File: src/rtl/fifo_serial_drain_if.sv
// ----------------------------------------------------------------------------
// fifo_serial_drain_if
// Read-side handshake between the SSP transmit FIFO and its serial drain.
//   fifo_empty    FIFO -> drain   FIFO empty flag
//   fifo_data     FIFO -> drain   registered read data (updates on pop edge)
//   fifo_read_en  drain -> FIFO   one-cycle pop request
// Modports: master = drain (issues pops), slave = FIFO.
// ----------------------------------------------------------------------------
interface fifo_serial_drain_if #(
    parameter int DATA_W = 28
);
    logic              fifo_empty;
    logic [DATA_W-1:0] fifo_data;
    logic              fifo_read_en;

    modport master (
        input  fifo_empty,
        input  fifo_data,
        output fifo_read_en
    );

    modport slave (
        output fifo_empty,
        output fifo_data,
        input  fifo_read_en
    );
endinterface

File: src/rtl/fifo_serial_drain.sv
// ----------------------------------------------------------------------------
// fifo_serial_drain
// Read end of the 28-bit sync FIFO: pops one word at a time while tx_en is
// high and the FIFO is non-empty, then shifts it out MSB-first on a 3-wire
// serial link (sclk/sdata/frame), followed by an idle gap.
// Optional feature macro: PARITY_EN -- appends an odd-parity bit to each frame.
// Ports:
//   clk          in   system clock, rising edge
//   reset_n      in   asynchronous reset, active-low
//   tx_en        in   enables starting new frames
//   fifo_rd      if   FIFO read port (master modport: empty/data in, read_en out)
//   sclk_out     out  serial clock, idles low, rises mid-bit
//   sdata_out    out  serial data, changes when sclk falls
//   frame_out    out  high for the whole first bit of each frame
//   busy         out  high in any state except IDLE
//   sent_count   out  frames fully sent, wraps 0xFFFF -> 0
// ----------------------------------------------------------------------------
module fifo_serial_drain #(
    parameter int DATA_W   = 28,
    parameter int CLK_DIV  = 4,
    parameter int GAP_BITS = 1
) (
    input  logic                clk,
    input  logic                reset_n,
    input  logic                tx_en,
    fifo_serial_drain_if.master fifo_rd,
    output logic                sclk_out,
    output logic                sdata_out,
    output logic                frame_out,
    output logic                busy,
    output logic [15:0]         sent_count
);

`ifdef PARITY_EN
    localparam int FRAME_W = DATA_W + 1;
`else
    localparam int FRAME_W = DATA_W;
`endif
    localparam int GAP_CYC = GAP_BITS * CLK_DIV;
    localparam int DIV_W   = $clog2(CLK_DIV);
    localparam int BIT_W   = $clog2(FRAME_W);
    localparam int GAP_W   = $clog2(GAP_CYC);

    localparam logic [DIV_W-1:0] DIV_LAST = DIV_W'(CLK_DIV - 1);
    localparam logic [DIV_W-1:0] DIV_HALF = DIV_W'(CLK_DIV / 2);
    localparam logic [BIT_W-1:0] BIT_LAST = BIT_W'(FRAME_W - 1);
    localparam logic [GAP_W-1:0] GAP_LAST = GAP_W'(GAP_CYC - 1);

    typedef enum logic [2:0] {
        ST_IDLE,
        ST_POP,
        ST_LOAD,
        ST_SHIFT,
        ST_GAP
    } state_t;

    state_t             r_state;
    logic [FRAME_W-1:0] r_shreg;
    logic [DIV_W-1:0]   r_div_cnt;
    logic [BIT_W-1:0]   r_bit_cnt;
    logic [GAP_W-1:0]   r_gap_cnt;
    logic [15:0]        r_sent_count;
    logic               r_read_en;
    logic               r_sclk;
    logic               r_sdata;
    logic               r_frame;
    logic               r_busy;

    state_t             w_state_nx;
    logic [FRAME_W-1:0] w_shreg_nx;
    logic [DIV_W-1:0]   w_div_nx;
    logic [BIT_W-1:0]   w_bit_nx;
    logic [GAP_W-1:0]   w_gap_nx;
    logic [15:0]        w_count_nx;
    logic [FRAME_W-1:0] w_load_word;

`ifdef PARITY_EN
    // Odd parity: appended bit makes the total number of ones odd.
    assign w_load_word = {fifo_rd.fifo_data, ~^fifo_rd.fifo_data};
`else
    assign w_load_word = fifo_rd.fifo_data;
`endif

    always_comb begin
        w_state_nx = r_state;
        w_shreg_nx = r_shreg;
        w_div_nx   = r_div_cnt;
        w_bit_nx   = r_bit_cnt;
        w_gap_nx   = r_gap_cnt;
        w_count_nx = r_sent_count;
        case (r_state)
            ST_IDLE: begin
                if (tx_en && !fifo_rd.fifo_empty) begin
                    w_state_nx = ST_POP;
                end
            end
            ST_POP: begin
                w_state_nx = ST_LOAD;
            end
            ST_LOAD: begin
                // fifo_data was refreshed by the FIFO on the POP edge.
                w_shreg_nx = w_load_word;
                w_div_nx   = '0;
                w_bit_nx   = '0;
                w_state_nx = ST_SHIFT;
            end
            ST_SHIFT: begin
                if (r_div_cnt == DIV_LAST) begin
                    w_div_nx   = '0;
                    w_shreg_nx = {r_shreg[FRAME_W-2:0], 1'b0};
                    if (r_bit_cnt == BIT_LAST) begin
                        w_bit_nx   = '0;
                        w_gap_nx   = '0;
                        w_count_nx = r_sent_count + 16'd1;
                        w_state_nx = ST_GAP;
                    end else begin
                        w_bit_nx = r_bit_cnt + 1'b1;
                    end
                end else begin
                    w_div_nx = r_div_cnt + 1'b1;
                end
            end
            ST_GAP: begin
                if (r_gap_cnt == GAP_LAST) begin
                    w_gap_nx   = '0;
                    w_state_nx = ST_IDLE;
                end else begin
                    w_gap_nx = r_gap_cnt + 1'b1;
                end
            end
            default: begin
                w_state_nx = ST_IDLE;
            end
        endcase
    end

    // Outputs are registered from next-state values so they line up with the
    // state they describe rather than lagging it by a cycle.
    always_ff @(posedge clk or negedge reset_n) begin
        if (!reset_n) begin
            r_state      <= ST_IDLE;
            r_shreg      <= '0;
            r_div_cnt    <= '0;
            r_bit_cnt    <= '0;
            r_gap_cnt    <= '0;
            r_sent_count <= '0;
            r_read_en    <= 1'b0;
            r_sclk       <= 1'b0;
            r_sdata      <= 1'b0;
            r_frame      <= 1'b0;
            r_busy       <= 1'b0;
        end else begin
            r_state      <= w_state_nx;
            r_shreg      <= w_shreg_nx;
            r_div_cnt    <= w_div_nx;
            r_bit_cnt    <= w_bit_nx;
            r_gap_cnt    <= w_gap_nx;
            r_sent_count <= w_count_nx;
            r_read_en    <= (w_state_nx == ST_POP);
            r_sclk       <= (w_state_nx == ST_SHIFT) && (w_div_nx >= DIV_HALF);
            r_sdata      <= (w_state_nx == ST_SHIFT) && w_shreg_nx[FRAME_W-1];
            r_frame      <= (w_state_nx == ST_SHIFT) && (w_bit_nx == '0);
            r_busy       <= (w_state_nx != ST_IDLE);
        end
    end

    assign fifo_rd.fifo_read_en = r_read_en;
    assign sclk_out             = r_sclk;
    assign sdata_out            = r_sdata;
    assign frame_out            = r_frame;
    assign busy                 = r_busy;
    assign sent_count           = r_sent_count;

endmodule
File: src/flat_wrapper.sv
// flat-port wrapper written by rule: the top's interface ports become plain ports
module fifo_serial_drain_flat 
#(
    parameter int DATA_W   = 28,
    parameter int CLK_DIV  = 4,
    parameter int GAP_BITS = 1
)
  (clk, reset_n, tx_en, sclk_out, sdata_out, frame_out, busy, sent_count, fifo_rd_fifo_empty, fifo_rd_fifo_data, fifo_rd_fifo_read_en);
  fifo_serial_drain_if #(.DATA_W(DATA_W)) fifo_rd_i ();
  input  logic clk;
  input  logic reset_n;
  input  logic tx_en;
  output logic sclk_out;
  output logic sdata_out;
  output logic frame_out;
  output logic busy;
  output logic [15:0] sent_count;
  input wire logic [$bits(fifo_rd_i.fifo_empty)-1:0] fifo_rd_fifo_empty;
  input wire logic [$bits(fifo_rd_i.fifo_data)-1:0] fifo_rd_fifo_data;
  output wire logic [$bits(fifo_rd_i.fifo_read_en)-1:0] fifo_rd_fifo_read_en;
  assign fifo_rd_i.fifo_empty = fifo_rd_fifo_empty;
  assign fifo_rd_i.fifo_data = fifo_rd_fifo_data;
  assign fifo_rd_fifo_read_en = fifo_rd_i.fifo_read_en;
  fifo_serial_drain #(.DATA_W(DATA_W), .CLK_DIV(CLK_DIV), .GAP_BITS(GAP_BITS)) u_core (.clk(clk), .reset_n(reset_n), .tx_en(tx_en), .fifo_rd(fifo_rd_i), .sclk_out(sclk_out), .sdata_out(sdata_out), .frame_out(frame_out), .busy(busy), .sent_count(sent_count));
endmodule
File: config.mk
export PLATFORM = sky130hd
export DESIGN_NAME = fifo_serial_drain_flat
export DESIGN_NICKNAME = d
export VERILOG_FILES = /design/src/rtl/fifo_serial_drain_if.sv /design/src/rtl/fifo_serial_drain.sv /design/src/flat_wrapper.sv
export SDC_FILE = /design/constraint.sdc
export NUM_CORES = 1
export LEC_CHECK = 0
export BUFFER_PORTS_ARGS = -buffer_cell sky130_fd_sc_hd__buf_4
export CORE_MARGIN = 2
export CORE_UTILIZATION = 45
export CTS_BUF_LIST = sky130_fd_sc_hd__clkbuf_4 sky130_fd_sc_hd__clkbuf_8
export CTS_CLUSTER_DIAMETER = 80
export DETAILED_ROUTE_END_ITERATION = 8
export PLACE_DENSITY = 0.71
export SYNTH_ARGS = -nofsm -noshare
export SYNTH_HDL_FRONTEND = slang
export SYNTH_SLANG_ARGS = --single-unit
File: constraint.sdc
create_clock -name clk -period 1.5 [get_ports clk]
set_input_delay 0.075 -clock clk [delete_from_list [all_inputs] [get_ports clk]]
set_output_delay 0.075 -clock clk [all_outputs]
set_load 0.03 [all_outputs]
==> results.sh, run 1 <==
export IMPL_outcome="finished with violations"
export IMPL_violations="negative setup slack"
export IMPL_ir_drop_uv=688
export IMPL_worstSkewPairLatency_ps=330
export IMPL_crit_reg2reg_launch="u_core.r_div_cnt[1]$_DFF_PN0_"
export IMPL_cts_buffer_depth=2
export IMPL_synth_xor_area_frac=0.0455
export IMPL_synth_largest_area_cell="dfrtp_1"
export IMPL_arrival_ps=1780
export IMPL_min_period_over_period=1.04
export IMPL_worst_slew_pin_slew_ps=360
export IMPL_cts_tree="built"
export IMPL_wire_per_inst_um=15.3
export IMPL_n_antenna_cell=0
export IMPL_num_vias=2619
export IMPL_syn_inst=302
export IMPL_rows=30
export IMPL_synth_nets=338
export IMPL_synth_edf_count=0
export IMPL_portBuffers=52
export IMPL_drtIter0Drc=125
export IMPL_grt_pass1_vias=2519
export IMPL_initial_utilization=0.458
export IMPL_design_power_total_mw=6.45
export IMPL_setup_viol=6
export IMPL_finClkSkew_ps=8.21
export IMPL_final_util=0.624
export IMPL_synth_top_area_share=0.496
export IMPL_antenna_found_initial=0
export IMPL_synth_seq_area_share=0.496
export IMPL_grt_use_total=0.191
export IMPL_p_leak_nw=1.80
export IMPL_synth_compound_area_share=0.194
export IMPL_slew_violations=0
export IMPL_synthMuxAreaShare=0.0106
export IMPL_ys_flop_type="dfrtp_1"
export IMPL_cts_clk_slew_worst_paths_ps=70
export IMPL_antenna_left=0
export IMPL_endpoint_kind="flop"
export IMPL_synth_simple_area_share=0.191
export IMPL_grt_pass1_wl_um=11400
export IMPL_synthArstFlopShare=1.00
export IMPL_start_kind="flop"
export IMPL_reg2reg_slack_ps=-60
export IMPL_io_pins=53
export IMPL_dr_pass1_iters=4
export IMPL_pwr_density_cell_nw_per_um2=1540
export IMPL_die_area_um2=7520
export IMPL_synth_top_family_by_area="compound AO/OA/AOI/OAI gates"
export IMPL_cts_root_buf="clkbuf_8"
export IMPL_synth_most_common_cell="dfrtp_1"
export IMPL_grt_max_degree=55
export IMPL_hold_viol=0
export IMPL_critPathMaxFanout=5
export IMPL_layout_drive_gt1_share=0.360
export IMPL_synth_common_cells="dfrtp_1 (61), o21ai_0 (34), a21oi_1 (32)"
export IMPL_whs_path_depth=3
export IMPL_core_region_area_um2=6720
export IMPL_synth_cell_types=43
export IMPL_vias_per_cell=5.58
export IMPL_reg2reg_to="u_core.sent_count[15]$_DFFE_PN0P_"
export IMPL_syn2layout_area_growth_pct=36.1
export IMPL_worstHoldStart="fifo_rd_fifo_data[15]"
export IMPL_synth_area_um2=3080
export IMPL_synth_warning_count=0
export IMPL_post_route_min_period_ps=1560
export IMPL_ys_ff_latch=61
export IMPL_ys_top_cells_by_area="dfrtp_1 (50%), nand3b_1 (6.3%), o22ai_1 (5.9%)"
export IMPL_die_w_um=86.7
export IMPL_globalplace_congestion=0.860
export IMPL_synthAdderAreaFrac=0.0163
export IMPL_max_cap_violations=0
export IMPL_rsz0062_at_grt="true"
export IMPL_crit_type="reg2reg"
export IMPL_slew_headroom=0.760
export IMPL_post_synth_cell_area_avg_um2=10.2
export IMPL_fmax_mhz=639
export IMPL_reg2regPathDepth=6
export IMPL_fin_nets=421
export IMPL_worstHoldEndpoint="u_core.r_shreg[15]$_DFFE_PN0P_"
export IMPL_routed_wl_um=7180
export IMPL_hp_class="in2reg"
export IMPL_die_h_um=86.7
export IMPL_cts_buffers=9
export IMPL_grt_overflow_total=0
export IMPL_htreeDepth=3
export IMPL_drc=0
export IMPL_dp_hpwl_um=4400
export IMPL_worst_slack_ps=-63.9
export IMPL_worst_ep_required_time_ps=1710
export IMPL_clock_sinks=61
per-layer routing:
layer	up-vias	wire length [um]	GRT usage	share of wire
met5	-	0	0	0
met4	0	89	0.0668	0.012
met3	10	231	0.0505	0.032
met2	37	3490	0.308	0.49
met1	1274	3370	0.249	0.47
li1	1298	-	-	-
how the worst max path moves through the flow:
stage | startpoint | endpoint | slack, ps
floorplan | flop | u_core.frame_out$_DFF_PN0_ | -50
global route | u_core.r_div_cnt[1]$_DFF_PN0_ | u_core.sent_count[15]$_DFFE_PN0P_ | -150
detailed placement | flop | u_core.frame_out$_DFF_PN0_ | -130
finish | u_core.r_div_cnt[1]$_DFF_PN0_ | u_core.sent_count[15]$_DFFE_PN0P_ | -60
CTS | flop | u_core.sent_count[8]$_DFFE_PN0P_ | -90
global placement | flop | u_core.sent_count[8]$_DFFE_PN0P_ | -60
flip-flops by register name, summed over array words and instances, names as in the netlist, 2 cells and up, named ones only:
register	cells
u_core.r_shreg	28
u_core.r_state	3
u_core.r_bit_cnt	5
u_core.r_gap_cnt	2
u_core.sent_count	16
power by group:
part | total [mW] | internal [mW] | switching [mW] | leakage, nW
logic | 2.65 | 1.49 | 1.16 | 1.00
clock network | 1.32 | 0.713 | 0.608 | 0.0961
registers | 2.48 | 2.13 | 0.357 | 0.695
total | 6.45 | 4.33 | 2.12 | 1.80
timing repair:
item                                    4_1_cts  5_1_grt
cloned                                        1        3
hold endpoints to repair                     45        0
hold buffers                                  1        0
resized for setup                             8       23
setup buffers                                 3        6
pin swaps                                     5       18
endpoints found under the setup margin       18       36
cells in the final DEF, fill, tap and decap left out, types with 2 or more instances in the layout:
master and instances:
o21ai_1 6, xor2_1 2, ha_4 2, nor2_1 5, inv_1 5, dfrtp_1 55
buf_4 85, nand4_1 8, dfrtp_2 6, clkbuf_8 11, o22ai_1 29, clkinv_2 2
clkbuf_4 2, o21ai_0 26, nor4_4 3, nand2_1 14, and3_1 3, nand2b_1 3
ha_1 2, nand4b_4 2, nand3b_1 26, o21ai_2 2, buf_12 4, xnor2_1 14
nand3_1 7, a21oi_1 31, clkbuf_16 3
logic make-up after synthesis:
| family | Yosys count |
|---|---|
| compound gates | 105 |
| xor+xnor | 16 |
| fa+ha+maj | 4 |
| buf+inv | 28 |
| flops | 61 |
| mux | 3 |
| simple gates | 85 |
layout make-up:
type / count / area [um^2]
fill: 534 / 2530
sequential: 61 / 1530
multi-input combinational: 213 / 1520
timing repair buffer: 95 / 842
clock buffer: 13 / 166
tap: 80 / 100
inverter: 5 / 18.8
clock inverter: 2 / 10.0
critical path, stage by stage, from the launching register on:
cell and delay, ps:
dfrtp_1 400, ha_4 190, nand4b_4 150, buf_6 150, nor4_4 240, nand4_1 170, xnor2_1 150
metrics by stage:
stage	setup TNS, ps	setup WS [ps]	area, um^2	instances	hold WS [ps]
2_1_floorplan	-137	-49.5	3100	302	-221
5_1_grt	-1340	-150	4190	469	13.8
4_1_cts	-521	-87.3	4000	460	3.28
3_3_place_gp	-334	-58.4	3730	441	7.22
6_report	-225	-63.9	4190	469	9.50
3_5_place_dp	-927	-133	3730	441	12.4
Power figures use the tool's default switching activity.
==> run 2, diff against run 1 <==
--- a/config.mk
+++ b/config.mk
@@ -7,11 +7,11 @@
 export LEC_CHECK = 0
 export BUFFER_PORTS_ARGS = -buffer_cell sky130_fd_sc_hd__buf_4
 export CORE_MARGIN = 2
-export CORE_UTILIZATION = 45
+export CORE_UTILIZATION = 41
 export CTS_BUF_LIST = sky130_fd_sc_hd__clkbuf_4 sky130_fd_sc_hd__clkbuf_8
 export CTS_CLUSTER_DIAMETER = 80
 export DETAILED_ROUTE_END_ITERATION = 8
-export PLACE_DENSITY = 0.71
+export PLACE_DENSITY = 0.66
 export SYNTH_ARGS = -nofsm -noshare
 export SYNTH_HDL_FRONTEND = slang
 export SYNTH_SLANG_ARGS = --single-unit
==> results.sh, run 2 (synthesis results as in run 1) <==
export IMPL_outcome="finished with violations"
export IMPL_violations="negative setup slack"
export IMPL_fin_nets=421
export IMPL_grt_use_total=0.176
export IMPL_worstSkewPairLatency_ps=340
export IMPL_cts_buffer_depth=2
export IMPL_grt_max_degree=55
export IMPL_core_region_area_um2=7250
export IMPL_slew_violations=0
export IMPL_dp_hpwl_um=4500
export IMPL_p_clk_frac=0.222
export IMPL_fillCellCount=644
export IMPL_antenna_left=0
export IMPL_cts_clk_slew_worst_paths_ps=60
export IMPL_htreeDepth=3
export IMPL_endpoint_kind="flop"
export IMPL_ir_drop_uv=518
export IMPL_max_cap_violations=0
export IMPL_clock_sinks=61
export IMPL_final_cell_mix="buf_4 (83), dfrtp_1 (56), o21ai_0 (31), a21oi_1 (31), o22ai_1 (29)"
export IMPL_layout_drive_gt1_share=0.346
export IMPL_top_register="u_core.r_shreg"
export IMPL_arrival_ps=1800
export IMPL_largest_reg_flops=28
export IMPL_n_antenna_cell=0
export IMPL_layout_commonest_cell="buf_4"
export IMPL_p_leak_nw=1.78
export IMPL_cts_root_buf="clkbuf_8"
export IMPL_worst_slew_pin_slew_ps=450
export IMPL_num_vias=2618
export IMPL_slowest_stage="dfrtp_1"
export IMPL_drc=0
export IMPL_swShare=0.328
export IMPL_pwr_density_cell_nw_per_um2=1420
export IMPL_antenna_found_initial=0
export IMPL_grt_pass1_wl_um=11600
export IMPL_timing_critical_path_cells="ha_4 -> nand4b_4 -> nor4_4 -> buf_4 -> nand4_1 -> xnor2_1"
export IMPL_vias_per_cell=5.35
export IMPL_io_pins=53
export IMPL_hold_worst_slack_ps=14.7
export IMPL_min_period_over_period=1.06
export IMPL_start_kind="flop"
export IMPL_finClkSkew_ps=12.8
export IMPL_wire_per_inst_um=14.6
export IMPL_die_w_um=90.7
export IMPL_dr_pass1_iters=4
export IMPL_post_place_ws_ps=-138
export IMPL_slew_headroom=0.700
export IMPL_rows=31
export IMPL_setup_viol=9
export IMPL_cts_buffers=9
export IMPL_die_area_um2=8220
export IMPL_p_int_mw=3.97
export IMPL_die_h_um=90.7
export IMPL_grt_pass1_vias=2466
export IMPL_post_route_min_period_ps=1590
export IMPL_switchingPower_mw=1.94
export IMPL_initial_utilization=0.425
export IMPL_rsz0062_at_grt="true"
export IMPL_grt_overflow_total=0
export IMPL_crit_type="reg2reg"
export IMPL_cp_top_family="simple AND/OR/NAND/NOR gates"
export IMPL_critPathMaxStageDelay_ps=400
export IMPL_p_seq_frac=0.415
export IMPL_worst_ep_required_time_ps=1720
export IMPL_worst_slack_ps=-85.5
export IMPL_critPathMaxFanout=5
export IMPL_fmax_mhz=631
export IMPL_hp_class="in2reg"
export IMPL_drtIter0Drc=116
export IMPL_portBuffers=52
export IMPL_globalplace_congestion=0.806
export IMPL_path_buf_inv=1
export IMPL_design_power_total_mw=5.90
export IMPL_routed_wl_um=7140
export IMPL_cts_tree="built"
export IMPL_syn2layout_area_growth_pct=35.4
export IMPL_combPwrFrac=0.363
export IMPL_hold_viol=0
-- run 2: changes by cell type in the layout (fill, tap and decap cells not counted), sizes merged --
cell	delta
dlygate4sd3	+6
buf	-4
clkbuf	-1
-- run 2: final cells by class --
| class | count | area [um^2] | area share |
|---|---|---|---|
| well taps | 99 | 124 | 0.0297 |
| clock inverters | 2 | 10.0 | 0.00240 |
| inverters | 5 | 18.8 | 0.00450 |
| repair buffers | 95 | 790 | 0.189 |
| multi-input cells | 213 | 1530 | 0.366 |
| flip-flops and latches | 61 | 1530 | 0.368 |
| clock buffers | 14 | 168 | 0.0402 |
-- run 2: tightest hold or removal path, stage by stage --
cell and delay (ps):
buf_4 80, o22ai_1 50, a21oi_1 100
-- run 2: worst paths after layout --
kind	endpoint	slack (ps)	from	cells past startpoint
setup / recovery	u_core.sent_count[15]$_DFFE_PN0P_	-90	u_core.r_bit_cnt[0]$_DFF_PN0_	6
hold reg to reg	u_core.sent_count[12]$_DFFE_PN0P_	490	u_core.sent_count[12]$_DFFE_PN0P_	1
max in group asynchronous	u_core.r_shreg[1]$_DFFE_PN0P_	760	reset_n	3
hold / removal	u_core.r_shreg[3]$_DFFE_PN0P_	10	fifo_rd_fifo_data[3]	3
setup reg to reg	u_core.sent_count[15]$_DFFE_PN0P_	-90	u_core.r_bit_cnt[0]$_DFF_PN0_	6
min in group asynchronous	u_core.sent_count[5]$_DFFE_PN0P_	230	reset_n	2
-- run 2: routing by layer --
layer | wire [um] | GRT usage | up-vias
met5 | 0 | 0 | -
met4 | 78 | 0.0769 | 0
met3 | 238 | 0.0417 | 6
met2 | 3440 | 0.272 | 52
met1 | 3380 | 0.237 | 1273
li1 | - | - | 1287
-- run 2: power by group through the flow --
stage                     clock network, mW  registers [mW]  logic [mW]
after detailed placement                  0            2.45        1.88
final                                  1.31            2.45        2.14
after global routing                   1.43            2.51        2.38
after CTS                              1.36            2.44        2.13
after floorplan                           0            2.48        1.22
after global placement                    0            2.44        1.84
-- run 2: timing repair --
item                                    CTS  global route
resized for setup                        12            10
hold buffers                              7             0
endpoints found under the hold margin    38             0
cloned                                    0             1
buffers inserted                          4             2
pin swaps                                 9            15
endpoints found under the setup margin   29            36
-- run 2: stage by stage --
stage	setup TNS, ps	instance area, um^2	cells	util
finish	-260	4170	489	0.575
global route	-1690	4170	489	0.575
floorplan	-137	3100	302	-
CTS	-579	4090	486	0.564
detailed placement	-1890	3750	459	0.517
global placement	-593	3750	459	0.517
